## src/rtl/fetch_sequencer_pkg.sv

```systemverilog
// Shared types for the instruction-fetch path: FSM states, the end-of-program
// marker and the prefetch-buffer entry layout.
package fetch_sequencer_pkg;

  typedef enum logic [1:0] {
    ST_RUN  = 2'd0,
    ST_HALT = 2'd1,
    ST_ERR  = 2'd2
  } state_t;

  localparam logic [31:0] END_WORD   = 32'h0000_0000;
  localparam logic [1:0]  FIFO_DEPTH = 2'd2;

  typedef struct packed {
    logic [31:0] instr;
    logic [31:0] pc;
  } fetch_entry_t;

endpackage

```

## src/rtl/fetch_fifo.sv

```systemverilog
// Two-entry synchronous FIFO of fetch entries with push, pop and flush.
// Flush wins over push/pop; push while full is accepted only with a pop.
module fetch_fifo
  import fetch_sequencer_pkg::*;
(
  input  logic         i_clk,
  input  logic         i_reset,
  input  logic         i_push,
  input  fetch_entry_t i_push_data,
  input  logic         i_pop,
  input  logic         i_flush,
  output fetch_entry_t o_head,
  output logic [1:0]   o_count,
  output logic         o_full,
  output logic         o_empty
);

  fetch_entry_t r_mem [FIFO_DEPTH];
  logic         r_wr_ptr;
  logic         r_rd_ptr;
  logic [1:0]   r_count;

  logic w_do_push;
  logic w_do_pop;

  assign w_do_pop  = i_pop && (r_count != 2'd0);
  assign w_do_push = i_push && ((r_count != FIFO_DEPTH) || w_do_pop);

  always_ff @(posedge i_clk) begin
    if (!i_reset) begin
      r_wr_ptr <= 1'b0;
      r_rd_ptr <= 1'b0;
      r_count  <= 2'd0;
      for (int i = 0; i < int'(FIFO_DEPTH); i++) r_mem[i] <= '0;
    end else if (i_flush) begin
      r_wr_ptr <= 1'b0;
      r_rd_ptr <= 1'b0;
      r_count  <= 2'd0;
    end else begin
      if (w_do_push) begin
        r_mem[r_wr_ptr] <= i_push_data;
        r_wr_ptr        <= ~r_wr_ptr;
      end
      if (w_do_pop) r_rd_ptr <= ~r_rd_ptr;
      case ({w_do_push, w_do_pop})
        2'b10:   r_count <= r_count + 2'd1;
        2'b01:   r_count <= r_count - 2'd1;
        default: r_count <= r_count;
      endcase
    end
  end

  assign o_head  = r_mem[r_rd_ptr];
  assign o_count = r_count;
  assign o_full  = (r_count == FIFO_DEPTH);
  assign o_empty = (r_count == 2'd0);

endmodule

```

## src/rtl/fetch_sequencer.sv

```systemverilog
// Instruction-fetch controller: owns the PC, reads the combinational ROM and
// feeds decode through a 2-entry prefetch buffer; redirects flush and reload.
module fetch_sequencer
  import fetch_sequencer_pkg::*;
#(
  parameter int          ADDR_W   = 5,
  parameter logic [31:0] RESET_PC = 32'h0000_0000
) (
  input  logic              i_clk,
  input  logic              i_reset,
  output logic [ADDR_W-1:0] o_rom_addr,
  input  logic [31:0]       i_rom_data,
  input  logic              i_redirect_valid,
  input  logic [31:0]       i_redirect_pc,
  output logic              o_instr_valid,
  input  logic              i_instr_ready,
  output logic [31:0]       o_instr,
  output logic [31:0]       o_instr_pc,
  output logic              o_halted,
  output logic              o_error,
  output state_t            o_dbg_state,
  output logic [1:0]        o_dbg_count
);

  // Handshake: the head entry transfers on any edge where o_instr_valid and
  // i_instr_ready are both high; the head stays stable until then or a flush.

  state_t       r_state;
  logic [31:0]  r_pc;
  logic         r_error;

  state_t       w_state_nxt;
  logic [31:0]  w_pc_nxt;
  logic         w_push;
  logic         w_err_set;
  logic         w_pop;
  logic         w_space;
  logic         w_pc_bad;
  logic         w_full;
  logic         w_empty;
  logic [1:0]   w_count;
  fetch_entry_t w_head;
  fetch_entry_t w_push_data;

  assign w_pop       = o_instr_valid && i_instr_ready;
  assign w_space     = !w_full || w_pop;
  assign w_pc_bad    = (r_pc[31:ADDR_W+2] != '0) || (r_pc[1:0] != 2'b00);
  assign w_push_data = '{instr: i_rom_data, pc: r_pc};

  always_comb begin
    w_state_nxt = r_state;
    w_pc_nxt    = r_pc;
    w_push      = 1'b0;
    w_err_set   = 1'b0;
    if (i_redirect_valid) begin
      w_state_nxt = ST_RUN;
      w_pc_nxt    = i_redirect_pc;
    end else begin
      case (r_state)
        ST_RUN: begin
          if (w_space) begin
            // A bad PC makes rom_data meaningless, so it is checked first.
            if (w_pc_bad) begin
              w_state_nxt = ST_ERR;
              w_err_set   = 1'b1;
            end else if (i_rom_data == END_WORD) begin
              w_state_nxt = ST_HALT;
            end else begin
              w_push   = 1'b1;
              w_pc_nxt = r_pc + 32'd4;
            end
          end
        end
        ST_HALT: w_state_nxt = ST_HALT;
        ST_ERR:  w_state_nxt = ST_ERR;
        default: w_state_nxt = ST_ERR;
      endcase
    end
  end

  always_ff @(posedge i_clk) begin
    if (!i_reset) begin
      r_state <= ST_RUN;
      r_pc    <= RESET_PC;
      r_error <= 1'b0;
    end else begin
      r_state <= w_state_nxt;
      r_pc    <= w_pc_nxt;
      r_error <= r_error | w_err_set;
    end
  end

  fetch_fifo u_fifo (
    .i_clk       (i_clk),
    .i_reset     (i_reset),
    .i_push      (w_push),
    .i_push_data (w_push_data),
    .i_pop       (w_pop && !i_redirect_valid),
    .i_flush     (i_redirect_valid),
    .o_head      (w_head),
    .o_count     (w_count),
    .o_full      (w_full),
    .o_empty     (w_empty)
  );

  assign o_rom_addr    = r_pc[ADDR_W+1:2];
  assign o_instr_valid = !w_empty;
  assign o_instr       = w_head.instr;
  assign o_instr_pc    = w_head.pc;
  assign o_halted      = (r_state == ST_HALT);
  assign o_error       = r_error;
  assign o_dbg_state   = r_state;
  assign o_dbg_count   = w_count;

endmodule

```

## config.mk

```make
export PLATFORM = sky130hd
export DESIGN_NAME = fetch_sequencer
export DESIGN_NICKNAME = d
export VERILOG_FILES = /design/src/rtl/fetch_sequencer_pkg.sv /design/src/rtl/fetch_fifo.sv /design/src/rtl/fetch_sequencer.sv
export SDC_FILE = /design/constraint.sdc
export NUM_CORES = 1
export LEC_CHECK = 0
export BUFFER_PORTS_ARGS = -buffer_cell sky130_fd_sc_hd__buf_2
export CAP_MARGIN = 20
export CORE_MARGIN = 4
export CORE_UTILIZATION = 35
export CTS_BUF_LIST = sky130_fd_sc_hd__clkbuf_4
export DETAILED_ROUTE_END_ITERATION = 8
export GPL_TIMING_DRIVEN = 1
export MAX_ROUTING_LAYER = met4
export PLACE_DENSITY = 0.56
export SLEW_MARGIN = 20
export SYNTH_ARGS = -nofsm -noshare
export SYNTH_HDL_FRONTEND = slang
export SYNTH_SLANG_ARGS = --single-unit
export TNS_END_PERCENT = 50
```

## constraint.sdc

```tcl
create_clock -name i_clk -period 8.4 [get_ports i_clk]
set_clock_uncertainty 0.1 [all_clocks]
set_input_delay 1.68 -clock i_clk [delete_from_list [all_inputs] [get_ports i_clk]]
set_output_delay 1.68 -clock i_clk [all_outputs]
set_load 0.01 [all_outputs]
```

==> results of run 1 <==
worst max-delay path by stage:
| stage | start | endpoint | slack, ps | depth (start not counted) |
|---|---|---|---|---|
| after CTS | i_rom_data[18] | u_fifo.r_mem[0][47]$_SDFFCE_PN0P_ | 4250 | 8 |
| after global placement | i_rom_data[18] | u_fifo.r_mem[0][10]$_SDFFCE_PN0P_ | 3710 | 8 |
| after floorplan | i_rom_data[4] | u_fifo.r_mem[1][0]$_SDFFCE_PN0P_ | 600 | 6 |
| after detailed placement | i_rom_data[18] | u_fifo.r_mem[0][8]$_SDFFCE_PN0P_ | 3630 | 8 |
| final | i_rom_data[18] | u_fifo.r_mem[0][45]$_SDFFCE_PN0P_ | 4200 | 8 |
| after global routing | i_rom_data[20] | u_fifo.r_mem[0][62]$_SDFFCE_PN0P_ | 4100 | 8 |
worst max-delay path, stage by stage:
cell and delay [ps]:
buf_2 110, nor4_1 60, and4_1 250, a21oi_2 530
and3_4 400, inv_2 280, o21ai_4 200, buf_4 660
where the power goes:
group          leakage [nW]  switching (mW)  total, mW  internal [mW]
sequential             1.62          0.0147      0.949          0.934
clock                 0.166           0.284      0.522          0.238
combinational          1.68          0.0698      0.121         0.0508
total                  3.47           0.369       1.59           1.22
cell usage in the layout (no fill, tap or decap), drive strengths merged, types with 2 or more instances in the layout:
cell type	instances
dfxtp	40
and4	3
edfxtp	128
nor2	8
xor2	2
a21bo	3
and2	36
a31oi	4
clkinvlp	3
ha	2
buf	147
inv	9
nand3	3
o21ai	9
mux2	64
mux2i	26
clkinv	5
and3	19
a31o	2
clkbuf	17
bufinv	4
nor3	26
a21oi	5
nand2	25
nor4	14
nand4	4
diode	6
conb	54
nand3b	2
nor2b	29
layout make-up:
type                            count  area (sq um)
Antenna cell                        6          15.0
Clock buffer                       17           128
Multi-Input combinational cell    349          2520
Timing Repair Buffer              147           746
Tap cell                          270           338
Sequential cell                   168          4650
Fill cell                        1923         11500
Inverter                            6          22.5
Clock inverter                     15           200
logic make-up after synthesis:
kind of cell	count (synthesis)
AND/OR/NAND/NOR	173
flip-flops	168
multiplexers	90
buffers and inverters	42
AO/OA/AOI/OAI	27
XOR/XNOR	3
adder cells (fa/ha/maj)	2
other	1
per-layer routing:
layer,wire length [um],up-vias,part of all wire,GRT usage
met5,0,-,0,-
met4,218,0,0.014,0.0467
met3,943,14,0.060,0.0413
met2,7570,111,0.48,0.224
met1,6940,2123,0.44,0.177
li1,-,2179,-,-
stage by stage:
stage	util	hold slack, ps	instances
global route	0.427	443	978
finish	0.427	423	978
CTS	0.427	429	972
global placement	0.410	385	940
floorplan	-	372	559
detailed placement	0.410	399	940
state kept, by name, summed over array words and instances, names as in the netlist, named ones only:
register	flops
o_error	1
u_fifo.r_rd_ptr	1
u_fifo.o_count	2
r_pc	32
u_fifo.r_wr_ptr	1
o_dbg_state	2
u_fifo.r_mem	128
==> impl_metrics.csv, run 1 <==
group,metric,value,unit
yosys,synth.top_cells.by_count,"128 x edfxtp_1, 64 x mux2_2, 40 x dfxtp_1, 36 x and2_1, 29 x nor2b_1",
die,die_w,151,um
yosys,syn_inst,506,
clock_tree,clk_pin_slew_worst_paths,120,ps
routing,via_per_inst,4.53,
routing,dr.pass1.iters,4,
routing,wirelength,15700,um
worst_setup_path,critical_path_arrival,4270,ps
routing,drt_iter0_drc,237,
power,vdd_drop_max,0.0000740,V
routing,wire_per_inst,16.0,um
finish,layout-drive-gt1-share,0.392,
sta,final.period_utilization,0.500,
clock_tree,cts_resized,0,
grt,grt-ovfl-total,0,
yosys,async_reset_ff_frac,0,
yosys,ys_types,44,
clock_tree,h-tree-depth,4,
sta,setup_slack,4200,ps
routing,drc,0,
worst_setup_path,reg2reg_from,"r_pc[8]$_SDFFE_PN0P_",
min_path,min-delay-start,"u_fifo.r_rd_ptr$_SDFFE_PP0P_",
yosys,ys_ff_latch,168,
min_path,min_path_type,"flop to flop",
sta,fmax,238,MHz
placement,place_congestion,0.790,
die,start_util,0.355,
power,p_leak,3.47,nW
die,core_area,20200,sq um
sta,relSlewSlack,0.365,
yosys,synth_edf_count,128,
yosys,synth_area_leaders,"edfxtp_1 54%, dfxtp_1 11%, mux2_2 10%, mux2i_1 3.6%, and2_1 3.1%",
worst_setup_path,endpoint_kind,"flop",
yosys,synth_compound_area_frac,0.0250,
job,drv_cap,0,
yosys,ys_seq_area_frac,0.648,
routing,ant_nets,0,
die,fp-row-count,52,
worst_setup_path,critical_path_class,"input port to flop",
sta,finalHoldViolCount,0,
sta,worst_pin_slew,953,ps
clock_tree,cts_buffers,17,
grt,grt_max_degree,65,
clock_tree,cts_tree,"yes",
grt,grt_pass1_wl,23800,um
worst_setup_path,cp-start-kind,"input port",
finish,stdcell_area,8620,sq um
die,die_area,22800,sq um
worst_setup_path,rr_worst_depth,7,
yosys,synth_top_family_by_area,"simple AND/OR/NAND/NOR gates",
worst_setup_path,rrSetupSlack,5010,ps
yosys,synth_top_area_share,0.536,
placement,placed_cell_area,8280,sq um
clock_tree,clk_latency,540,ps
worst_setup_path,cp_max_fo,64,
yosys,synth-xor-area-share,0.00367,
run_status,status,"finished clean",
yosys,ys_warn_count,0,
power,power_density,185,nW/um^2
power,p_total,1.59,mW
min_path,holdPathStages,2,
finish,synthToLayoutAreaGrowth,20.2,%
routing,dr_total_vias,4427,
placement,portBuffers,143,
grt,grt_pass1_vias,4465,
clock_tree,post_cts_buffers,0,
clock_tree,holdBufCountCts,0,
sta,finalSetupViolations,0,
worst_setup_path,worstPathRequired,8470,ps
clock_tree,clock_sink_count,168,
yosys,synth-adder-area-share,0.00349,
yosys,syn_area_per_cell,14.2,sq um
sta,slew_viol_final,0,
worst_setup_path,rr_endpoint,"u_fifo.r_mem[0][45]$_SDFFCE_PN0P_",
sta,tns,0,ps
placement,dp_worst_setup_slack,3630,ps
yosys,synth_area,7170,sq um
min_path,holdPathEnd,"u_fifo.r_rd_ptr$_SDFFE_PP0P_",
yosys,synthFlopType,"edfxtp_1",
clock_tree,ctsRootBufferMaster,"clkbuf_4",
sta,period_minus_slack,4200,ps
die,ios,144,
clock_tree,cts_max_path_buffers,2,
finish,layout.nets,759,
yosys,synth-simple-area-share,0.151,
grt,grt_antenna_before_repair,6,
sta,rsz0062_at_grt,"false",
yosys,synth_largest_area_cell,"edfxtp_1",
yosys,yosysMostFrequentCell,"edfxtp_1",
grt,grtUsageTotal,0.142,
placement,hpwl,10700,um
yosys,synthMuxAreaShare,0.137,
die,fp.dieH,151,um
(Power assumes the default switching activity.)
==> inputs of run 2 (changes only) <==
ABC_AREA = 1   (was unset)
clock period = 4 ns   (was 8.4 ns; I/O delays follow)
==> run 2 against run 1 <==
Compared with the run above:
- final area is 1.1% lower
- utilization grew 0.64 points
- sequential share of layout area is 0.56 points higher
- first-iteration DRC count up 27%
- synthesized cell count up 19%
- hold slack worse by 64 ps
- area after synthesis decreased by 1.2%
- wire length shrank 5.1%
- die area decreased by 1.1%
- clock power rose by 72%
- sequential power grew 110%
- critical endpoint is now o_instr[14]
- highest routed layer unchanged
==> impl_metrics.csv, run 2 <==
group,metric,value,unit
die,die_w,150,um
finish,synthToLayoutAreaGrowth,20.4,%
sta,hold_slack,360,ps
clock_tree,cts_buffers,17,
sta,rsz0062_at_grt,"false",
placement,hpwl,9860,um
power,clockPowerShare,0.286,
clock_tree,holdBufCountCts,0,
worst_setup_path,endpoint_kind,"output pin",
clock_tree,h-tree-depth,4,
routing,wl_met1,6740,um
clock_tree,clock_sink_count,168,
grt,grt_max_degree,43,
sta,finalHoldViolCount,0,
finish,antenna_cells,0,
yosys,ys_ff_latch,168,
job,drv_cap,0,
finish,reg.largest.list,"u_fifo.r_mem (128), r_pc (32)",
die,die_area,22600,sq um
power,vdd_drop_max,0.000153,V
sta,slew_viol_final,0,
routing,drt_iter0_drc,301,
routing,drc,0,
power,p_int,2.32,mW
power,pwr-share-comb,0.082,
yosys,synth_area,7080,sq um
finish,layout-drive-gt1-share,0.361,
yosys,syn_inst,600,
finish,layout_commonest_cell,"buf_2",
die,fp.dieH,150,um
yosys,synthFlopType,"edfxtp_1",
yosys,synth_edf_count,128,
yosys,syn_area_per_cell,11.8,sq um
worst_setup_path,critical_path_buf_inv_count,2,
placement,portBuffers,143,
die,ios,144,
routing,dr.pass1.iters,4,
yosys,async_reset_ff_frac,0,
worst_setup_path,critical_path_class,"flop to output pin",
yosys,synth.top_cells.by_count,"128 x edfxtp_1, 83 x nor2_1, 75 x nand2_1, 64 x mux2_2, 46 x inv_1",
finish,final_cell_mix,"143 x buf_2, 128 x edfxtp_1, 83 x nor2_1",
finish,fill_cells,1958,
worst_setup_path,cpPeakStageDelay,750,ps
worst_setup_path,reg2reg_from,"u_fifo.o_count[1]$_SDFFE_PP0P_",
worst_setup_path,critical_path_arrival,2190,ps
worst_setup_path,cp_max_fo,42,
yosys,ys_warn_count,0,
power,switchingPower,0.814,mW
routing,wl_met3,1080,um
die,fp-row-count,51,
clock_tree,cts_tree,"yes",
grt,grt_pass1_wl,23500,um
routing,ant_nets,0,
routing,via_per_inst,4.35,
yosys,ys_seq_area_frac,0.656,
power,power.share.sequential,0.632,
min_path,min_path_type,"input port to flop",
yosys,synth_top_area_share,0.543,
sta,tns,0,ps
worst_setup_path,crit_chain,"buf_12 -> mux2_2 -> buf_2",
routing,wire_per_inst,13.9,um
power,power_density,368,nW/um^2
yosys,synth_largest_area_cell,"edfxtp_1",
grt,grt-ovfl-total,0,
worst_setup_path,worstPathRequired,3100,ps
sta,period_minus_slack,3090,ps
power,p_leak,3.57,nW
routing,routed-wl-met2,6910,um
sta,fmax,324,MHz
grt,grtUsageTotal,0.140,
clock_tree,cts_resized,0,
yosys,yosysMostFrequentCell,"edfxtp_1",
worst_setup_path,cp_top_family,"flip-flops",
die,core_area,19700,sq um
yosys,ys_types,30,
yosys,synth_area_leaders,"edfxtp_1 54%, dfxtp_1 11%, mux2_2 10%, nor2_1 4.4%, nand2_1 4.0%",
clock_tree,post_cts_buffers,0,
grt,grt_pass1_vias,4551,
sta,relSlewSlack,0.590,
die,start_util,0.360,
placement,place_congestion,0.759,
clock_tree,cts_max_path_buffers,2,
clock_tree,clk_latency,560,ps
routing,highest_layer,"met4",
grt,grt_antenna_before_repair,0,
routing,dr_total_vias,4663,
sta,final.period_utilization,0.772,
finish,instances_no_fill,1071,
worst_setup_path,cp_slowest_cell,"dfxtp_2",
routing,wirelength,14900,um
finish,largest-register,"u_fifo.r_mem",
placement,dpl.cell_count,1039,
run_status,status,"finished clean",
finish,layout.nets,863,
sta,worst_pin_slew,615,ps
min_path,min-delay-start,"i_redirect_pc[1]",
power,swShare,0.260,
worst_setup_path,cp-start-kind,"flop",
finish,largest_reg_flops,128,
clock_tree,clk_pin_slew_worst_paths,160,ps
clock_tree,ctsRootBufferMaster,"clkbuf_4",
sta,finalSetupViolations,0,
-- run 2: changes by cell type in the layout (fill, tap and decap cells not counted), moves of 29 or more --
| cell | delta |
|---|---|
| nor2_1 | +76 |
| nand2_1 | +48 |
| inv_1 | +41 |
| and2_1 | -36 |
| a21oi_1 | +31 |
| nor2_2 | +31 |
| nand3_1 | +30 |
| nor2b_1 | -29 |
-- run 2: worst paths after layout --
path | slack [ps] | depth (start not counted) | endpoint
worst max-delay path | 910 | 3 | o_instr[14]
worst min-delay path | 360 | 3 | r_pc[1]$_SDFFE_PN0P_
worst max register to register | 1400 | 11 | u_fifo.r_mem[1][18]$_SDFFCE_PN0P_
worst min register to register | 390 | 2 | flop
-- run 2: layout make-up --
type                            instances  area, sq um  area share
Clock buffer                           18          135      0.0158
Clock inverter                         14          114      0.0134
Inverter                               49          184      0.0216
Multi-Input combinational cell        404         2290       0.268
Sequential cell                       168         4650       0.545
Tap cell                              265          332      0.0389
Timing Repair Buffer                  153          828      0.0972
-- run 2: kinds of logic (layout without fill, tap and decap cells) --
family | count (synthesis) | after routing | synth area share
AOI/OAI and AO/OA | 48 | 48 | 0.0343
xor gates and xnor gates | 4 | 4 | 0.00495
adders and majority gates | 2 | 2 | 0.00353
buffers and inverters | 81 | 234 | 0.0525
DFF | 168 | 168 | 0.656
muxes | 64 | 64 | 0.102
other | 1 | 54 | 0.000529
and+or+nand+nor | 232 | 232 | 0.147
-- run 2: routing by layer --
| metal | track usage | vias up |
|---|---|---|
| li1 | - | 2360 |
| met1 | 0.183 | 2153 |
| met2 | 0.214 | 137 |
| met3 | 0.0427 | 13 |
| met4 | 0.0343 | 0 |
| met5 | - | - |
-- run 2: worst register-to-register path, cell delays in order (launching register included) --
cell	delay (ps)
dfxtp_1	420
inv_1	70
nand2_2	80
nand2_1	130
nand3_1	130
nand2_1	70
inv_2	90
nand3_4	330
nor2_2	240
nand2_2	100
nand2_4	240
buf_12	250
-- run 2: power groups by stage --
stage	Sequential [mW]	Combinational, mW	Clock (mW)
CTS	1.98	0.263	0.939
floorplan	2.01	0.152	0
global route	1.99	0.293	1.02
detailed placement	2.02	0.262	0
finish	1.98	0.257	0.897
global placement	2.02	0.261	0
-- run 2: metrics by stage --
step                       util  setup slack [ps]  area [sq um]  power, mW
after floorplan               -               364          7290       2.17
after global placement    0.421               913          8280       2.28
after detailed placement  0.421               876          8280       2.28
after CTS                 0.434               782          8530       3.18
after global routing      0.434               722          8530       3.30
final                     0.434               914          8530       3.13
==> inputs of run 3 (changes only) <==
PLACE_DENSITY = 0.58   (was 0.56)
clock period = 2.8 ns   (was 4 ns; I/O delays follow)
==> run 3 against run 2 <==
Compared with the run above:
- non-clock buffer count up 2
- cell count up 0.37%
- global-route usage down 0.32 points
- critical endpoint is now o_instr[15]
- total power up 53%
- sequential share of layout area down 1.0 points
- wire length down 1.6%
- largest cell class unchanged
- die area unchanged
- register-to-register slack worse by 720 ps
==> impl_metrics.csv, run 3 (synthesis gave the netlist of run 2 again) <==
group,metric,value,unit
finish,final_cell_mix,"143 x buf_2, 128 x edfxtp_1, 83 x nor2_1",
grt,grt_pass1_wl,23100,um
placement,dp_worst_setup_slack,350,ps
clock_tree,h-tree-depth,4,
clock_tree,clk_pin_slew_worst_paths,150,ps
die,fp.dieH,150,um
placement,hpwl,9790,um
routing,wirelength,14600,um
clock_tree,clk_latency,540,ps
grt,grt_pass1_vias,4551,
clock_tree,clock_sink_count,168,
sta,slew_viol_final,0,
run_status,status,"finished clean",
finish,layout.nets,865,
die,die_area,22600,sq um
finish,largest_reg_flops,128,
finish,layout-drive-gt1-share,0.360,
routing,ant_nets,0,
min_path,min_path_type,"input port to flop",
routing,via_per_inst,4.32,
power,p_total,4.81,mW
placement,placed_cell_area,8340,sq um
clock_tree,ctsRootBufferMaster,"clkbuf_4",
sta,rsz0062_at_grt,"false",
finish,reg.largest.list,"u_fifo.r_mem (128), r_pc (32)",
clock_tree,cts_max_path_buffers,2,
power,vdd_drop_max,0.000229,V
finish,final_util,0.442,
die,fp-row-count,51,
finish,synthToLayoutAreaGrowth,22.7,%
worst_setup_path,cp-start-kind,"flop",
routing,drc,0,
finish,fill_cells,1941,
power,power_density,554,nW/um^2
placement,portBuffers,143,
power,p_leak,3.65,nW
clock_tree,cts_buffers,17,
worst_setup_path,critical_path_class,"flop to output pin",
sta,period_minus_slack,2600,ps
worst_setup_path,critical_path_arrival,1940,ps
die,start_util,0.360,
routing,drt_iter0_drc,206,
clock_tree,cts_tree,"yes",
grt,grt_antenna_before_repair,2,
worst_setup_path,worstPathRequired,2140,ps
clock_tree,cts_resized,0,
die,core_area,19700,sq um
sta,setup_slack,197,ps
grt,grtUsageTotal,0.137,
sta,finalHoldViolCount,0,
grt,grt-ovfl-total,0,
grt,grt_max_degree,65,
die,die_w,150,um
routing,wire_per_inst,13.6,um
clock_tree,post_cts_buffers,0,
die,ios,144,
worst_setup_path,endpoint_kind,"output pin",
routing,dr_total_vias,4645,
sta,final.period_utilization,0.930,
clock_tree,holdBufCountCts,0,
routing,dr.pass1.iters,4,
finish,layout_commonest_cell,"buf_2",
job,drv_cap,0,
finish,largest-register,"u_fifo.r_mem",
worst_setup_path,cp_max_fo,30,
sta,fmax,384,MHz
sta,tns,0,ps
sta,finalSetupViolations,0,
placement,place_congestion,0.751,
finish,stdcell_area,8690,sq um
-- run 3: cell count changes in the layout (fill, tap and decap cells not counted), sizes merged --
cell      delta
bufinv       +4
clkinvlp     -2
clkinv       -1
buf          +2
clkbuf       -1
diode        +2
-- run 3: metrics by stage --
stage / std cells / hold slack [ps]
detailed placement: 1041 / 339
floorplan: 653 / 347
global placement: 1041 / 337
global route: 1075 / 72.4
CTS: 1073 / 64.3
finish: 1075 / 131
-- run 3: path summary, 6_finish.rpt --
path                                                           to  depth (start not counted)                  start  slack, ps
worst min register to register                 o_error$_SDFF_PN0_                          2     o_error$_SDFF_PN0_        370
worst max-delay path                                  o_instr[15]                          3                   flop        200
worst max register to register  u_fifo.r_mem[1][59]$_SDFFCE_PN0P_                          9  r_pc[22]$_SDFFE_PN0P_        680
worst min-delay path                         r_pc[0]$_SDFFE_PN0P_                          3       i_redirect_pc[0]        130
-- run 3: cell type report --
cell class                 instances  area (sq um)  area share
sequential                       168          4650       0.535
multi-input combinational        404          2290       0.263
timing repair buffer             155           893       0.103
tap                              265           332      0.0382
clock inverter                    15           214      0.0246
inverter                          49           184      0.0212
clock buffer                      17           128      0.0147
antenna                            2          5.00    0.000576
-- run 3: worst max-delay path, stage by stage (launching register included) --
cell,delay (ps)
dfxtp_4,670
buf_12,230
mux2_2,360
buf_2,140
-- run 3: metal layers --
| metal | global-route usage | up-vias | wire, um |
|---|---|---|---|
| met3 | 0.0455 | 15 | 1120 |
| met2 | 0.216 | 132 | 6890 |
| met5 | - | - | 0 |
| met1 | 0.171 | 2122 | 6480 |
| li1 | - | 2376 | - |
| met4 | 0.0343 | 0 | 143 |
-- run 3: where the power goes --
group | switching (mW) | leakage (nW) | internal [mW] | total (mW)
Sequential | 0.0373 | 1.63 | 2.79 | 2.83
Combinational | 0.222 | 1.85 | 0.150 | 0.372
Clock | 0.880 | 0.176 | 0.733 | 1.61
